<file path="src/rtl/alu_pkg.sv">
// Shared types and constants for the bit-serial ADC/SBC engine.
// Optional feature macro: ADC_DECIMAL_EN (BCD correction of ADC/SBC results).
package alu_pkg;

  typedef enum logic [1:0] {
    IDLE    = 2'd0,
    SHIFT   = 2'd1,
    DEC_FIX = 2'd2,
    DONE    = 2'd3
  } adc_state_t;

  typedef struct packed {
    logic c;
    logic z;
    logic n;
    logic v;
  } alu_flags_t;

  localparam logic [7:0] BCD_LO_ADJ = 8'h06;
  localparam logic [7:0] BCD_HI_ADJ = 8'h60;

endpackage

</file>
<file path="src/rtl/full_adder.sv">
// Single-bit full adder cell used by the serial ALU datapath.
module full_adder (
  input  logic a,
  input  logic b,
  input  logic cin,
  output logic sum,
  output logic cout
);

  assign sum  = a ^ b ^ cin;
  assign cout = (a & b) | (a & cin) | (b & cin);

endmodule

</file>
<file path="src/rtl/serial_adc_unit.sv">
// Bit-serial 6502 ADC/SBC engine: one operand bit pair per clock, LSB first,
// carry held in a flop between cycles. Returns result plus C/Z/N/V.
// Optional feature macro: ADC_DECIMAL_EN adds a DEC_FIX cycle for BCD mode.
//
// state   | meaning
// IDLE    | waiting for start, outputs hold last result
// SHIFT   | one bit per cycle through the full adder, WIDTH cycles
// DEC_FIX | BCD correction of the binary sum (ADC_DECIMAL_EN only)
// DONE    | one-cycle done pulse, result/flags valid
module serial_adc_unit
  import alu_pkg::*;
#(
  parameter int WIDTH = 8
) (
  input  logic             clk,
  input  logic             rst,
  input  logic             start,
  input  logic [WIDTH-1:0] a,
  input  logic [WIDTH-1:0] b,
  input  logic             carry_in,
  input  logic             subtract,
  input  logic             decimal,
  output logic             busy,
  output logic             done,
  output logic [WIDTH-1:0] result,
  output logic             carry_out,
  output logic             overflow,
  output logic             zero,
  output logic             negative
);

  localparam int CNT_W = (WIDTH > 1) ? $clog2(WIDTH) : 1;

  adc_state_t       state, next_state;
  logic [WIDTH-1:0] op_a, op_b, sum_sr;
  logic [CNT_W-1:0] bit_cnt;
  logic             cy_q;
  logic             last_bit;
  logic             fa_sum, fa_cout;
  logic [WIDTH-1:0] fin_sum, bin_sum;
  logic             fin_c, fin_v;
  logic [WIDTH-1:0] result_q;
  alu_flags_t       flags_q;

`ifdef ADC_DECIMAL_EN
  logic dec_q, sub_q, half_q, v_q;
`else
  logic unused_cfg;
  // decimal is accepted but has no effect without BCD support
  assign unused_cfg = ^{decimal, sum_sr[0]};
`endif

  assign last_bit = (bit_cnt == CNT_W'(WIDTH - 1));

  full_adder u_fa (
    .a    (op_a[0]),
    .b    (op_b[0]),
    .cin  (cy_q),
    .sum  (fa_sum),
    .cout (fa_cout)
  );

  // State register
  always_ff @(posedge clk) begin
    if (rst) state <= IDLE;
    else     state <= next_state;
  end

  // Next-state and status outputs
  always_comb begin
    next_state = state;
    busy       = 1'b0;
    done       = 1'b0;
    case (state)
      IDLE:    if (start) next_state = SHIFT;
      SHIFT: begin
        busy = 1'b1;
        if (last_bit) begin
`ifdef ADC_DECIMAL_EN
          next_state = dec_q ? DEC_FIX : DONE;
`else
          next_state = DONE;
`endif
        end
      end
      DEC_FIX: begin
        busy       = 1'b1;
        next_state = DONE;
      end
      DONE: begin
        busy       = 1'b1;
        done       = 1'b1;
        next_state = IDLE;
      end
      default: next_state = IDLE;
    endcase
  end

  // Operand latch and serial add loop
  always_ff @(posedge clk) begin
    if (rst) begin
      op_a    <= '0;
      op_b    <= '0;
      sum_sr  <= '0;
      cy_q    <= 1'b0;
      bit_cnt <= '0;
`ifdef ADC_DECIMAL_EN
      dec_q   <= 1'b0;
      sub_q   <= 1'b0;
      half_q  <= 1'b0;
      v_q     <= 1'b0;
`endif
    end else begin
      case (state)
        IDLE: if (start) begin
          op_a    <= a;
          op_b    <= b ^ {WIDTH{subtract}};
          cy_q    <= carry_in;
          bit_cnt <= '0;
`ifdef ADC_DECIMAL_EN
          dec_q   <= decimal;
          sub_q   <= subtract;
`endif
        end
        SHIFT: begin
          op_a    <= op_a >> 1;
          op_b    <= op_b >> 1;
          sum_sr  <= {fa_sum, sum_sr[WIDTH-1:1]};
          cy_q    <= fa_cout;
          bit_cnt <= bit_cnt + CNT_W'(1);
`ifdef ADC_DECIMAL_EN
          if (bit_cnt == CNT_W'(3)) half_q <= fa_cout;
          if (last_bit)             v_q    <= cy_q ^ fa_cout;
`endif
        end
        default: ;
      endcase
    end
  end

  // Final result: taken straight off the adder on the last bit, or from the
  // completed shift register plus BCD correction in DEC_FIX
  always_comb begin
    fin_sum = {fa_sum, sum_sr[WIDTH-1:1]};
    bin_sum = fin_sum;
    fin_c   = fa_cout;
    fin_v   = cy_q ^ fa_cout;
`ifdef ADC_DECIMAL_EN
    if (state == DEC_FIX) begin
      bin_sum = sum_sr;
      fin_sum = sum_sr;
      fin_c   = cy_q;
      fin_v   = v_q;
      if (!sub_q) begin
        if ((fin_sum[3:0] > 4'd9) || half_q) fin_sum = fin_sum + BCD_LO_ADJ;
        if ((fin_sum[7:4] > 4'd9) || cy_q) begin
          fin_sum = fin_sum + BCD_HI_ADJ;
          fin_c   = 1'b1;
        end
      end else begin
        if (!half_q) fin_sum = fin_sum - BCD_LO_ADJ;
        if (!cy_q)   fin_sum = fin_sum - BCD_HI_ADJ;
      end
    end
`endif
  end

  // Result and flags update only on entry to DONE
  always_ff @(posedge clk) begin
    if (rst) begin
      result_q <= '0;
      flags_q  <= '0;
    end else if ((state != DONE) && (next_state == DONE)) begin
      result_q  <= fin_sum;
      flags_q.c <= fin_c;
      flags_q.z <= (bin_sum == '0);
      flags_q.n <= bin_sum[WIDTH-1];
      flags_q.v <= fin_v;
    end
  end

  assign result    = result_q;
  assign carry_out = flags_q.c;
  assign overflow  = flags_q.v;
  assign zero      = flags_q.z;
  assign negative  = flags_q.n;

endmodule
</file>
<file path="config.mk">
export PLATFORM = sky130hd
export DESIGN_NAME = serial_adc_unit
export DESIGN_NICKNAME = d
export VERILOG_FILES = /design/src/rtl/alu_pkg.sv /design/src/rtl/full_adder.sv /design/src/rtl/serial_adc_unit.sv
export SDC_FILE = /design/constraint.sdc
export NUM_CORES = 1
export LEC_CHECK = 0
export CAP_MARGIN = 10
export CORE_ASPECT_RATIO = 1.25
export CORE_MARGIN = 3
export CORE_UTILIZATION = 25
export DETAILED_ROUTE_END_ITERATION = 10
export MAX_ROUTING_LAYER = met4
export PLACE_DENSITY = 0.45
export REMOVE_ABC_BUFFERS = 1
export SYNTH_ARGS = -nofsm -noshare
export SYNTH_HDL_FRONTEND = slang
export SYNTH_HIERARCHICAL = 1
export SYNTH_SLANG_ARGS = --single-unit
</file>
<file path="constraint.sdc">
create_clock -name clk -period 1.9 [get_ports clk]
set_input_delay 0.285 -clock clk [delete_from_list [all_inputs] [get_ports clk]]
set_output_delay 0.285 -clock clk [all_outputs]
set_load 0.02 [all_outputs]
</file>
==> impl_metrics.json, run 1 <==
{
  "pin_count": 36,
  "syn_area_mm2": 0.00184,
  "crit_family": "simple AND/OR/NAND/NOR gates",
  "fin_setup_tns_ns": 0,
  "wl_um": 4060,
  "crit_path_cell_trace": "inv_1 > ha_2 > nor2_1 > a211o_1 > or4_1 > a21oi_1",
  "drtIter0Drc": 70,
  "required_ns": 2.12,
  "path_buf_inv": 1,
  "min_period_ns": 1.81,
  "crit_path_start_kind": "flop",
  "crit_path_top_delay_cell": "or4_1",
  "critPathCaptureType": "flop",
  "clk_latency_ns": 0.29,
  "period_share": 0.951,
  "grt_pass1_wl_um": 6710,
  "numCtsBuffers": 5,
  "ys_ff_latch": 40,
  "yosys-top-cells-area": "dfxtp_1 44%, mux2i_1 8.2%, a21oi_1 6.0%",
  "final_cells": 348,
  "power.total_uw": 2010,
  "cts_hold_buf": 0,
  "synth_top_area_frac": 0.435,
  "drv_cap": 0,
  "fin_area_mm2": 0.00249,
  "post-place-cells": 340,
  "cts-root-buf": "clkbuf_8",
  "post_synth.cell_area_avg_um2": 8.55,
  "wire_per_inst_um": 11.7,
  "slew_headroom": 0.679,
  "vias_per_cell": 4.51,
  "peakVddDrop_uv": 303,
  "ys_seq_area_frac": 0.435,
  "synthToLayoutAreaGrowth_pct": 35.2,
  "yosysUniqueCellTypes": 29,
  "antenna_left": 0,
  "power_leakage_uw": 0.000930,
  "hpwl_um": 2830,
  "place_congestion": 0.728,
  "ys.warnings.count": 6,
  "finalSetupViolCount": 0,
  "cts.sinks": 40,
  "cts_tree": "built",
  "drive_gt1_frac": 0.112,
  "grt_setup_unrepaired": "no",
  "antenna_found_initial": 0,
  "antenna_cells": 0,
  "grt_pass1_vias": 1458,
  "worst_pin_slew_ns": 0.481,
  "hold_depth": 2,
  "dieArea_mm2": 0.00843,
  "hold_slack_ns": 0.454,
  "powerDensity_mw_per_mm2": 809,
  "die_w_um": 82.7,
  "hp-class": "reg2reg",
  "die_h_um": 102,
  "cts.htree.levels": 2,
  "grt_remaining_overflow": 0,
  "cp_max_fo": 4,
  "yosysTopAreaCell": "dfxtp_1",
  "clock_skew_ns": 0.00712,
  "cp.depth": 6,
  "synth_edf_count": 0,
  "initial_utilization": 0.260,
  "via_count": 1571,
  "critPathMaxStageDelay_ns": 0.46,
  "r2r_cells": 6,
  "grt_max_degree": 41,
  "nets": 285,
  "arrival_ns": 2.03,
  "cts.path.max_buffers": 2,
  "yosysMostFrequentCell": "dfxtp_1",
  "clock.fmax_mhz": 553,
  "placed_area_mm2": 0.00236,
  "drv_slew": 0,
  "synth_ff_type": "dfxtp_1",
  "hold_violations": 0,
  "dr.pass1.iters": 3,
  "worstSetupPathType": "reg2reg",
  "status": "completed",
  "grt_usage": 0.106,
  "drc": 0,
  "num_rows": 34,
  "clkTransAtPathRegs_ns": 0.08,
  "design.core.area_mm2": 0.00706,
  "synth_cells": 215,
  "synth_common_cells": "40 x dfxtp_1, 25 x nor2_1, 24 x nand2_1",
  "async_flop_share": 0,
  "numPortBuffers": 34
}
## state kept, by name, indices dropped and copies added (netlist names), 2 cells and up
name     flops
op_a         8
op_b         8
result       8
sum_sr       7
bit_cnt      3
state        2
## where the power goes
part	switching (uW)	leakage [uW]	internal (uW)	total, uW
registers	34.3	0.000326	891	925
logic	212	0.000549	201	413
clock network	285	0.0000552	390	675
total	531	0.000930	1480	2010
## per-layer routing
layer  routed length, um  part of all wire  track usage
met1                1910              0.47        0.132
met2                1880              0.46        0.164
met3                 213             0.053       0.0300
met4                  59             0.015       0.0377
met5                   0                 0            -
## cell families (layout without fill, tap and decap cells)
| logic type | Yosys count | after routing | synth area share |
|---|---|---|---|
| flops | 40 | 40 | 0.435 |
| fa+ha+maj | 6 | 6 | 0.0449 |
| simple gates | 67 | 67 | 0.160 |
| xor+xnor | 9 | 9 | 0.0429 |
| buf+inv | 20 | 63 | 0.0483 |
| mux | 15 | 15 | 0.0816 |
| compound gates | 58 | 58 | 0.187 |
## what timing repair did
item | in CTS | in global routing
setup buffers | 0 | 0
setup endpoints to repair | 8 | 9
gates resized for setup | 3 | 3
## worst paths after layout
kind,from,end,slack [ns]
min,op_b[5],op_b[5],0.45
min reg2reg,op_b[5],op_b[5],0.45
max,state[0],zero,0.09
max reg2reg,state[0],zero,0.09
## cell type report
type | instances | area [um^2]
repair buffers | 52 | 485
inverters | 3 | 11.3
multi-input cells | 155 | 968
fillers | 787 | 4580
flip-flops and latches | 40 | 801
clock buffers | 6 | 72.6
clock inverters | 2 | 35.0
well taps | 90 | 113
## metrics by stage
stage	util	setup WS [ns]
5_1_grt	0.352	0.000693
3_5_place_dp	0.335	-0.00230
2_1_floorplan	-	-0.920
4_1_cts	0.350	0.0679
6_report	0.352	0.0931
3_3_place_gp	0.335	-0.0171
## worst min-delay path, stage by stage, from the launching register on
cell     delay, ns
dfxtp_1       0.31
nand2_1       0.05
a21oi_1       0.05
## placed cells by master, fill, tap and decap left out, types with 2 or more instances in the layout
cell type and n:
xnor2_1 9, o21ai_0 14, o21ai_1 3, ha_1 3
buf_4 17, dlygate4sd2_1 2, clkbuf_8 5, a211oi_1 11
nand2_1 24, nor2_1 25, a21oi_1 22, a2bb2oi_1 2
mux2i_1 15, inv_1 3, nand3_1 10, a32oi_1 2
a211o_1 2, dfxtp_1 40, clkdlybuf4s50_1 32
Power figures use the tool's default switching activity.
==> run 2: changes to the inputs <==
--- a/config.mk
+++ b/config.mk
@@ -10,6 +10,6 @@
 export CORE_MARGIN = 3
-export CORE_UTILIZATION = 25
+export CORE_UTILIZATION = 46
 export DETAILED_ROUTE_END_ITERATION = 10
 export MAX_ROUTING_LAYER = met4
-export PLACE_DENSITY = 0.45
+export PLACE_DENSITY = 0.74
 export REMOVE_ABC_BUFFERS = 1
--- a/constraint.sdc
+++ b/constraint.sdc
@@ -3,2 +3,2 @@
 set_output_delay 0.285 -clock clk [all_outputs]
-set_load 0.02 [all_outputs]
+set_load 0.05 [all_outputs]
==> impl_metrics.json, run 2 (synthesis results as in run 1) <==
{
  "cts.path.max_buffers": 2,
  "drive_gt1_frac": 0.114,
  "pin_count": 36,
  "finalSetupViolCount": 0,
  "place_congestion": 0.770,
  "power_leakage_uw": 0.000922,
  "grt_pass1_wl_um": 6220,
  "dieArea_mm2": 0.00480,
  "hold_violations": 0,
  "num_rows": 25,
  "clk_latency_ns": 0.29,
  "r2r_cells": 6,
  "cts_hold_buf": 0,
  "worst_pin_slew_ns": 0.494,
  "cts.sinks": 40,
  "powerDensity_mw_per_mm2": 874,
  "power.share.sequential": 0.434,
  "crit_path_start_kind": "flop",
  "grt_pass1_vias": 1519,
  "status": "completed",
  "antenna_left": 0,
  "combPwrFrac": 0.193,
  "grt_max_degree": 41,
  "power.total_uw": 2130,
  "arrival_ns": 2.03,
  "numPortBuffers": 34,
  "r2r_start": "state[1]",
  "antenna_found_initial": 0,
  "layout_commonest_cell": "dfxtp_1",
  "peakVddDrop_uv": 668,
  "internal-power_uw": 1610,
  "cts-root-buf": "clkbuf_8",
  "die_w_um": 62.6,
  "period_share": 0.950,
  "slew_headroom": 0.669,
  "fin_setup_tns_ns": 0,
  "grt_usage": 0.159,
  "post_cts_buffers": 0,
  "clkTransAtPathRegs_ns": 0.07,
  "wire_per_inst_um": 11.3,
  "numCtsBuffers": 5,
  "min_period_ns": 1.80,
  "critPathCaptureType": "flop",
  "dr.pass1.iters": 4,
  "vias_per_cell": 5.18,
  "fin_util": 0.640,
  "clock.fmax_mhz": 554,
  "worstSetupPathType": "reg2reg",
  "pre_cts_slack_ns": -0.00850,
  "synthToLayoutAreaGrowth_pct": 32.7,
  "worst-r2r-setup-slack_ns": 0.1,
  "clkPwrFrac": 0.373,
  "initial_utilization": 0.482,
  "drv_cap": 0,
  "cts.htree.levels": 2,
  "hp-class": "reg2reg",
  "die_h_um": 76.7,
  "r2r-end": "zero",
  "worstSetupEndpoint": "zero",
  "cp-startpoint": "state[1]",
  "hpwl_um": 2520,
  "clock_skew_ns": 0.00601,
  "grt_setup_unrepaired": "no",
  "via_count": 1594,
  "design.core.area_mm2": 0.00382,
  "wl_um": 3490,
  "nets": 282,
  "setup_ws_ns": 0.0954,
  "switching_power_uw": 524,
  "cp_max_fo": 4,
  "cts_tree": "built",
  "p_sw_frac": 0.245,
  "layout_common_cells": "39 x dfxtp_1, 32 x clkdlybuf4s50_1, 25 x nor2_1",
  "drc": 0,
  "drtIter0Drc": 83,
  "grt_remaining_overflow": 0,
  "required_ns": 2.12,
  "drv_slew": 0,
  "antenna_cells": 0
}
-- run 2: repair_timing --
| action | 4_1_cts | 5_1_grt |
|---|---|---|
| hold endpoints to repair | 0 | 0 |
| resized for setup | 0 | 4 |
| endpoints found under the setup margin | 0 | 15 |
-- run 2: layout make-up --
type | count | area (um^2)
clock buffers | 5 | 68.8
clock inverters | 2 | 60.1
fillers | 346 | 1380
inverters | 3 | 11.3
multi-input cells | 155 | 958
flip-flops and latches | 40 | 802
well taps | 54 | 67.6
repair buffers | 49 | 473
-- run 2: worst min path at each step --
stage | from | end | slack (ns) | cells after the start
after detailed placement | op_b[4] | op_b[4] | 0.45 | 2
after global routing | op_b[1] | op_b[1] | 0.49 | 2
after floorplan | rst | bit_cnt[0] | 0.35 | 1
after global placement | op_b[2] | op_b[2] | 0.44 | 2
final | op_b[6] | op_b[6] | 0.46 | 2
after CTS | op_b[4] | op_b[4] | 0.46 | 2
-- run 2: per-stage QoR --
stage | cell area (um^2) | hold slack, ns | std cells
finish | 2440 | 0.461 | 308
global route | 2440 | 0.492 | 308
CTS | 2430 | 0.464 | 308
detailed placement | 2300 | 0.452 | 301
global placement | 2300 | 0.441 | 301
floorplan | 1760 | 0.354 | 198
-- run 2: critical path: stages, from the launching register on --
cell and delay [ns]:
dfxtp_1 0.31, inv_1 0.08, ha_2 0.21, and2b_1 0.20
a211o_1 0.30, or4_1 0.49, a21oi_1 0.14
-- run 2: power groups by stage --
stage	sequential (uW)	clock (uW)	combinational [uW]
6_report	926	796	411
5_1_grt	932	857	462
4_1_cts	925	816	413
3_5_place_dp	944	0	412
3_3_place_gp	941	0	406
2_1_floorplan	937	0	246
-- run 2: per-layer routing --
| layer | vias up | track usage | wire, um |
|---|---|---|---|
| met5 | - | - | 0 |
| met4 | 0 | 0.0464 | 17 |
| met3 | 2 | 0.0366 | 187 |
| met2 | 47 | 0.282 | 1810 |
| met1 | 721 | 0.178 | 1480 |
| li1 | 824 | - | - |
==> run 3: changes to the inputs <==
- CORE_UTILIZATION: 46 -> 51
- PLACE_DENSITY: 0.74 -> 0.78
- clock period: 1.9 -> 2.06 ns (I/O delays scaled with it)
==> impl_metrics.json, run 3 (synthesis results as in run 1) <==
{
  "switching_power_uw": 490,
  "arrival_ns": 2.12,
  "period_share": 0.919,
  "hpwl_um": 2440,
  "placed_area_mm2": 0.00226,
  "fin_setup_tns_ns": 0,
  "worst_pin_slew_ns": 0.697,
  "worstSetupPathType": "reg2reg",
  "grt_setup_unrepaired": "no",
  "clock_skew_ns": 0.00913,
  "clkTransAtPathRegs_ns": 0.08,
  "initial_utilization": 0.551,
  "drv_slew": 0,
  "p_sw_frac": 0.278,
  "synthToLayoutAreaGrowth_pct": 28.1,
  "finalSetupViolCount": 0,
  "dr.pass1.iters": 4,
  "hp-class": "reg2reg",
  "postCtsResizedCells": 0,
  "drc": 0,
  "vias_per_cell": 5.42,
  "layout_common_cells": "40 x dfxtp_1, 32 x clkdlybuf4s50_1, 25 x nor2_1",
  "setup_ws_ns": 0.168,
  "power.share.sequential": 0.485,
  "worst-r2r-setup-slack_ns": 0.17,
  "via_count": 1566,
  "required_ns": 2.28,
  "peakVddDrop_uv": 625,
  "numCtsBuffers": 5,
  "place_congestion": 0.808,
  "numPortBuffers": 34,
  "layout_commonest_cell": "dfxtp_1",
  "cp_max_fo": 6,
  "status": "completed",
  "internal-power_uw": 1270,
  "nets": 279,
  "cts.htree.levels": 2,
  "grt_usage": 0.186,
  "pre_cts_slack_ns": 0.142,
  "antenna_cells": 0,
  "cts-root-buf": "clkbuf_8",
  "num_rows": 23,
  "antenna_left": 0,
  "pin_count": 36,
  "powerDensity_mw_per_mm2": 748,
  "antenna_found_initial": 0,
  "crit_path_start_kind": "flop",
  "fin_util": 0.706,
  "cts.path.max_buffers": 2,
  "cts.sinks": 40,
  "design.core.area_mm2": 0.00334,
  "min_period_ns": 1.89,
  "slew_headroom": 0.532,
  "combPwrFrac": 0.210,
  "hold_violations": 0,
  "clk_latency_ns": 0.29,
  "grt_max_degree": 41,
  "clock.fmax_mhz": 528,
  "drtIter0Drc": 35,
  "grt_pass1_wl_um": 6280,
  "drv_cap": 0,
  "post_cts_buffers": 0,
  "die_h_um": 73.1,
  "grt_pass1_vias": 1515,
  "wl_um": 3420,
  "power_leakage_uw": 0.000887,
  "clkPwrFrac": 0.306,
  "cts_tree": "built",
  "dieArea_mm2": 0.00437,
  "grt_remaining_overflow": 0,
  "fin_area_mm2": 0.00236,
  "die_w_um": 59.7,
  "drive_gt1_frac": 0.0913,
  "critPathCaptureType": "flop",
  "cts_hold_buf": 0,
  "wire_per_inst_um": 11.8
}
-- run 3: cell types whose count changed in the layout (fill, tap and decap cells not counted), sizes merged --
cell | previous run | this run
buf | 17 | 14
clkinvlp | 0 | 2
bufinv | 2 | 0
clkbuf | 5 | 6
-- run 3: worst paths after layout --
check / depth (start not counted) / endpoint / startpoint
setup / recovery: 5 / zero / state[0]
setup reg to reg: 5 / zero / state[0]
hold / removal: 2 / op_b[5] / op_b[5]
hold reg to reg: 2 / op_b[5] / op_b[5]
-- run 3: worst max-delay path, stage by stage (launching register included) --
cell,delay [ns]
dfxtp_1,0.43
ha_1,0.23
and2b_1,0.20
a211o_1,0.31
or4_1,0.50
a21oi_1,0.15
-- run 3: final cells by class --
cell class | count | area [um^2]
Fill cell | 294 | 982
Multi-Input combinational cell | 155 | 950
Sequential cell | 40 | 801
Timing Repair Buffer | 46 | 450
Clock buffer | 6 | 82.6
Tap cell | 37 | 46.3
Clock inverter | 2 | 15.0
Inverter | 3 | 11.3
-- run 3: through the flow --
| stage | hold WS [ns] | total power, uW | std cells |
|---|---|---|---|
| floorplan | 0.378 | 1090 | 198 |
| global placement | 0.440 | 1240 | 281 |
| detailed placement | 0.447 | 1250 | 281 |
| CTS | 0.458 | 1780 | 289 |
| global route | 0.484 | 1860 | 289 |
| finish | 0.458 | 1760 | 289 |
-- run 3: power groups by stage --
stage / logic [uW] / clock network [uW] / registers [uW]
floorplan: 227 / 0 / 864
global placement: 367 / 0 / 870
detailed placement: 374 / 0 / 871
CTS: 376 / 555 / 854
global route: 417 / 584 / 860
finish: 370 / 538 / 854
-- run 3: metal layers --
layer	GRT usage	vias up	routed length [um]
li1	-	815	-
met1	0.206	713	1460
met2	0.316	33	1750
met3	0.0460	5	154
met4	0.0714	0	51
met5	-	-	0
